### config.mk
export PLATFORM = sky130hd
export DESIGN_NAME = spi_controller
export DESIGN_NICKNAME = d
export VERILOG_FILES = /design/src/rtl/spi_controller.sv
export SDC_FILE = /design/constraint.sdc
export NUM_CORES = 1
export LEC_CHECK = 0
export CORE_MARGIN = 2
export CORE_UTILIZATION = 30
export CTS_CLUSTER_SIZE = 10
export DETAILED_ROUTE_END_ITERATION = 10
export DONT_BUFFER_PORTS = 1
export HOLD_SLACK_MARGIN = 0.1
export PLACE_DENSITY = 0.45
export SLEW_MARGIN = 0
export SYNTH_ARGS = -nofsm -noshare
export SYNTH_HDL_FRONTEND = slang
export SYNTH_SLANG_ARGS = --single-unit
### constraint.sdc
create_clock -name clk -period 2.85 [get_ports clk]
set_clock_uncertainty 0.05 [all_clocks]
set_input_delay 0.1425 -clock clk [delete_from_list [all_inputs] [get_ports clk]]
set_output_delay 0.1425 -clock clk [all_outputs]
set_load 0.02 [all_outputs]
### src/rtl/spi_controller.sv
// SPI mode-0 write-only initiator: sends {1'b1, addr[6:0], data[7:0]} MSB first per accepted request.
// All pins (ncs/sclk/copi) and status outputs are flops loaded from the next-state decode.
module spi_controller #(
    parameter int CLK_DIV  = 4,
    parameter int CS_SETUP = 2,
    parameter int CS_HOLD  = 2,
    parameter int CS_GAP   = 4
) (
    input  logic       clk,
    input  logic       rst,
    input  logic       req_valid,
    output logic       req_ready,
    input  logic [6:0] req_addr,
    input  logic [7:0] req_data,
    output logic       ncs,
    output logic       sclk,
    output logic       copi,
    output logic       busy,
    output logic       done
);

    localparam int DIV_W    = $clog2(CLK_DIV);
    localparam int WAIT_MAX = (CS_SETUP > CS_HOLD) ? ((CS_SETUP > CS_GAP) ? CS_SETUP : CS_GAP)
                                                   : ((CS_HOLD > CS_GAP) ? CS_HOLD : CS_GAP);
    localparam int WAIT_W   = (WAIT_MAX > 1) ? $clog2(WAIT_MAX) : 1;

    localparam logic [DIV_W-1:0]  DIV_LAST   = DIV_W'(CLK_DIV - 1);
    localparam logic [WAIT_W-1:0] SETUP_LAST = WAIT_W'(CS_SETUP - 1);
    localparam logic [WAIT_W-1:0] HOLD_LAST  = WAIT_W'(CS_HOLD - 1);
    localparam logic [WAIT_W-1:0] GAP_LAST   = WAIT_W'(CS_GAP - 1);

    typedef enum logic [2:0] {IDLE, SETUP, SHIFT, HOLD, GAP} state_t;

    state_t            state, state_nxt;
    logic [15:0]       sreg, sreg_nxt;
    logic [DIV_W-1:0]  div, div_nxt;
    logic [3:0]        bit_cnt, bit_nxt;
    logic [WAIT_W-1:0] wcnt, wcnt_nxt;
    logic              ncs_nxt, sclk_nxt, copi_nxt, busy_nxt, done_nxt, ready_nxt;

    always_ff @(posedge clk or posedge rst) begin
        if (rst) begin
            state     <= IDLE;
            sreg      <= '0;
            div       <= '0;
            bit_cnt   <= '0;
            wcnt      <= '0;
            ncs       <= 1'b1;
            sclk      <= 1'b0;
            copi      <= 1'b0;
            busy      <= 1'b0;
            done      <= 1'b0;
            req_ready <= 1'b1;
        end else begin
            state     <= state_nxt;
            sreg      <= sreg_nxt;
            div       <= div_nxt;
            bit_cnt   <= bit_nxt;
            wcnt      <= wcnt_nxt;
            ncs       <= ncs_nxt;
            sclk      <= sclk_nxt;
            copi      <= copi_nxt;
            busy      <= busy_nxt;
            done      <= done_nxt;
            req_ready <= ready_nxt;
        end
    end

    always_comb begin
        state_nxt = state;
        sreg_nxt  = sreg;
        div_nxt   = div;
        bit_nxt   = bit_cnt;
        wcnt_nxt  = wcnt;
        sclk_nxt  = sclk;
        done_nxt  = 1'b0;

        case (state)
            IDLE: begin
                if (req_valid) begin
                    sreg_nxt  = {1'b1, req_addr, req_data};
                    wcnt_nxt  = '0;
                    state_nxt = SETUP;
                end
            end
            SETUP: begin
                if (wcnt == SETUP_LAST) begin
                    wcnt_nxt  = '0;
                    div_nxt   = '0;
                    bit_nxt   = '0;
                    state_nxt = SHIFT;
                end else begin
                    wcnt_nxt = wcnt + 1'b1;
                end
            end
            SHIFT: begin
                // The shift happens together with the falling edge, so copi is frozen while sclk is high.
                if (div == DIV_LAST) begin
                    div_nxt = '0;
                    if (!sclk) begin
                        sclk_nxt = 1'b1;
                    end else begin
                        sclk_nxt = 1'b0;
                        if (bit_cnt == 4'd15) begin
                            wcnt_nxt  = '0;
                            state_nxt = HOLD;
                        end else begin
                            bit_nxt  = bit_cnt + 1'b1;
                            sreg_nxt = {sreg[14:0], 1'b0};
                        end
                    end
                end else begin
                    div_nxt = div + 1'b1;
                end
            end
            HOLD: begin
                if (wcnt == HOLD_LAST) begin
                    wcnt_nxt  = '0;
                    done_nxt  = 1'b1;
                    state_nxt = GAP;
                end else begin
                    wcnt_nxt = wcnt + 1'b1;
                end
            end
            GAP: begin
                if (wcnt == GAP_LAST) begin
                    wcnt_nxt  = '0;
                    state_nxt = IDLE;
                end else begin
                    wcnt_nxt = wcnt + 1'b1;
                end
            end
            default: state_nxt = IDLE;
        endcase

        ncs_nxt   = (state_nxt == IDLE) || (state_nxt == GAP);
        copi_nxt  = ncs_nxt ? 1'b0 : sreg_nxt[15];
        busy_nxt  = (state_nxt != IDLE);
        ready_nxt = (state_nxt == IDLE);
    end

endmodule

==> qor.csv <==
stage,metric,value,unit
clock_network,cts.path.max_buffers,2,
synthesis,yosysTopAreaCell,dfrtp_1,
synthesis,synth.most_common_cell,nand2_1,
sta,holdWs,0.150,ns
drt,drc_errors,0,
synthesis,ys_ff_latch,33,
global_routing,grt_use_total,11.9,%
global_routing,antenna_found_initial,0,
power_and_ir_drop,ir_worst_vdd,248,µV
worst_setup_path,cp-endpoint,bit_cnt[3]$_DFFE_PP0P_,
power_and_ir_drop,power_leakage,0.883,nW
sta,fin_crit,2.08,ns
drt,drtIter0Drc,62,
drt,wl,3.18,mm
synthesis,avgSynthCellArea,9.85,µm²
synthesis,ys_async_sr_fraction,100,%
placed_design,preCtsSetupSlack,0.794,ns
sta,timing_hold_violations_final,0,
worst_setup_path,crit_path_start_kind,flip-flop,
worst_setup_path,arrival,2.19,ns
synthesis,synth.area.top_cells,"dfrtp_1 (50%), nand2_1 (9.8%), a22oi_1 (6.7%)",
synthesis,synth_edf_count,0,
drt,vias_per_cell,4.86,
worst_setup_path,timing.rr.start,state[2]$_DFF_PP0_,
sta,tightest_slew,0.737,ns
power_and_ir_drop,internal_power,769,µW
synthesis,synth_flop_cell,dfrtp_1,
worst_setup_path,r2r-end,bit_cnt[3]$_DFFE_PP0P_,
hold_path,hold_class,in2reg,
sta,rsz0062_at_grt,false,
global_routing,grt_start_max_net_pins,34,
placed_design,hpwlAfterDp,2.17,mm
worst_setup_path,cp-end-kind,flip-flop,
synthesis,synth.top_cell.area_share,49.5,%
drt,wire_per_inst,12.9,µm
power_and_ir_drop,p_sw,176,µW
power_and_ir_drop,power_frac_seq,49.6,%
synthesis,ys_seq_area_share,52.9,%
drt,num_vias,1195,
global_routing,grt-ovfl-total,0,
power_and_ir_drop,p_clk_share,47.4,%
clock_network,ctsResizeCount,0,
sta,tns,0,ns
die,rows,26,
synthesis,ys_types,36,
finish,num_antenna_cells,0,
clock_network,numCtsBuffers,5,
clock_network,clk_latency,0.28,ns
sta,fin_ws,0.766,ns
sta,fmax,480,MHz
die,die_height,76.3,µm
die,core-area,5070,µm²
power_and_ir_drop,p_sw_share,18.6,%
power_and_ir_drop,pwr_density_cell,501,nW/µm²
worst_setup_path,cp_max_fo,17,
finish,fin_nets,198,
synthesis,synth_warnings,0,
clock_network,clock_sinks,33,
clock_network,clkTransAtPathRegs,0.07,ns
synthesis,synth_nets,182,
finish,area_delta_synth_final,20.4,%
global_routing,grt_pass1_wl,5.55,mm
sta,max_slew_margin,50.9,%
run,drv_cap,0,
global_routing,grt_pass1_vias,1180,
power_and_ir_drop,pwr-share-comb,3.0,%
placed_design,place_congestion,0.782,
sta,finalCritPeriodShare,73.1,%
clock_network,tritoncts,done,
worst_setup_path,critPathKind,reg2reg,
die,die_w,76.3,µm
die,pin_count,24,
drt,final_antenna_net_count,0,
die,initial_core_util,30.9,%
worst_setup_path,reg2regPathDepth,4,
clock_network,htree_levels,2,
hold_path,min_from,req_valid,
placed_design,io_buffers,0,
sta,final-max-slew-violation-count,0,
worst_setup_path,r2r_slack,0.77,ns
finish,drive_gt1_share,8.52,%
drt,first_pass_iters,4,
sta,setup_viol,0,
worst_setup_path,worst_ep_required_time,2.96,ns
synthesis,syn_inst,159,
die,die-area,5820,µm²
run_status,status,"complete, no violations",
synthesis,synth_common_cells,"nand2_1 (41), dfrtp_1 (31), a22oi_1 (14), nor2_1 (10), nand3_1 (6)",
synthesis,syn_area,1570,µm²
clock_network,cts-root-buf,clkbuf_8,
worst_setup_path,setup.worst_path.start,state[2]$_DFF_PP0_,
[stage by stage]
stage / power (mW) / area, µm² / cells / util, %
6_report: 0.945 / 1890 / 246 / 37.2
5_1_grt: 0.983 / 1890 / 246 / 37.2
4_1_cts: 0.962 / 1890 / 246 / 37.2
3_5_place_dp: 0.489 / 1610 / 222 / 31.7
3_3_place_gp: 0.489 / 1610 / 222 / 31.7
2_1_floorplan: 0.485 / 1570 / 159 / -
[metal layers]
metal	GRT usage, %	vias to the layer above	routed length [µm]
met2	18.1	25	1380
met3	3.20	4	130
li1	-	582	-
met5	0	-	0
met1	16.5	584	1640
met4	3.82	0	25
[cell type report]
type	instances	area [µm²]
clock buffers	7	86.3
clock inverters	1	30.0
fillers	536	3190
inverters	4	15.0
multi-input cells	114	671
flip-flops and latches	33	828
well taps	70	87.6
repair buffers	17	168
[state kept, by name, summed over array words and instances, names as in the netlist]
name,count
bit_cnt,4
busy,1
copi,1
div,2
done,1
ncs,1
req_ready,1
sclk,1
sreg,16
state,3
wcnt,2
[worst min-delay path by stage]
stage / endpoint / slack, ns / cells after the start
2_1_floorplan: sreg[0]$_DFFE_PP0P_ / 0.21 / 2
3_3_place_gp: copi$_DFF_PP0_ / 0.1 / 2
3_5_place_dp: sreg[8]$_DFFE_PP0P_ / 0.10 / 2
4_1_cts: state[0]$_DFF_PP0_ / 0.14 / 3
5_1_grt: state[0]$_DFF_PP0_ / 0.16 / 3
6_report: state[0]$_DFF_PP0_ / 0.15 / 3
[layout by cell type (no fill, tap or decap), drive strengths merged]
cell type    count
nand2           41
dfrtp           31
dlygate4sd3     16
a22oi           14
nor2            10
clkbuf           7
nand3            6
ha               5
inv              4
nand2b           4
o21ai            4
a21oi            3
o31ai            3
nor2b            2
or2              2
a31oi            2
o22ai            2
dfstp            2
and4bb           1
and3             1
and2             1
a32oi            1
nand3b           1
a221o            1
nand4            1
mux2i            1
xor2             1
a21boi           1
nor3b            1
mux2             1
xnor2            1
a311o            1
a211o            1
o21a             1
bufinv           1
buf              1
[what timing repair did]
item / in CTS / in global routing
hold buffers: 16 / 0
endpoints found under the hold margin: 46 / 0
setup buffers: 0 / 0
[power groups by stage]
stage	registers (mW)	logic [mW]	clock network, mW
after floorplan	0.477	0.00762	0
after global placement	0.477	0.0115	0
after detailed placement	0.477	0.0116	0
after CTS	0.468	0.0295	0.464
after global routing	0.468	0.0317	0.483
final	0.468	0.0285	0.448
[critical path, cell delays in order (launching register included)]
cell and delay (ns):
dfrtp_1 0.53, and4bb_4 0.46, and3_1 0.59, nand4_1 0.19, mux2i_1 0.15
[logic make-up after synthesis]
| logic type | Yosys count | share of synthesized area (%) |
|---|---|---|
| adder cells (fa/ha/maj) | 5 | 3.99 |
| multiplexers | 2 | 1.36 |
| flip-flops | 33 | 52.9 |
| AO/OA/AOI/OAI | 34 | 15.8 |
| AND/OR/NAND/NOR | 71 | 20.5 |
| XOR/XNOR | 2 | 1.12 |
| buffers and inverters | 12 | 4.31 |
Note: power is estimated with default switching activity, not from simulation.
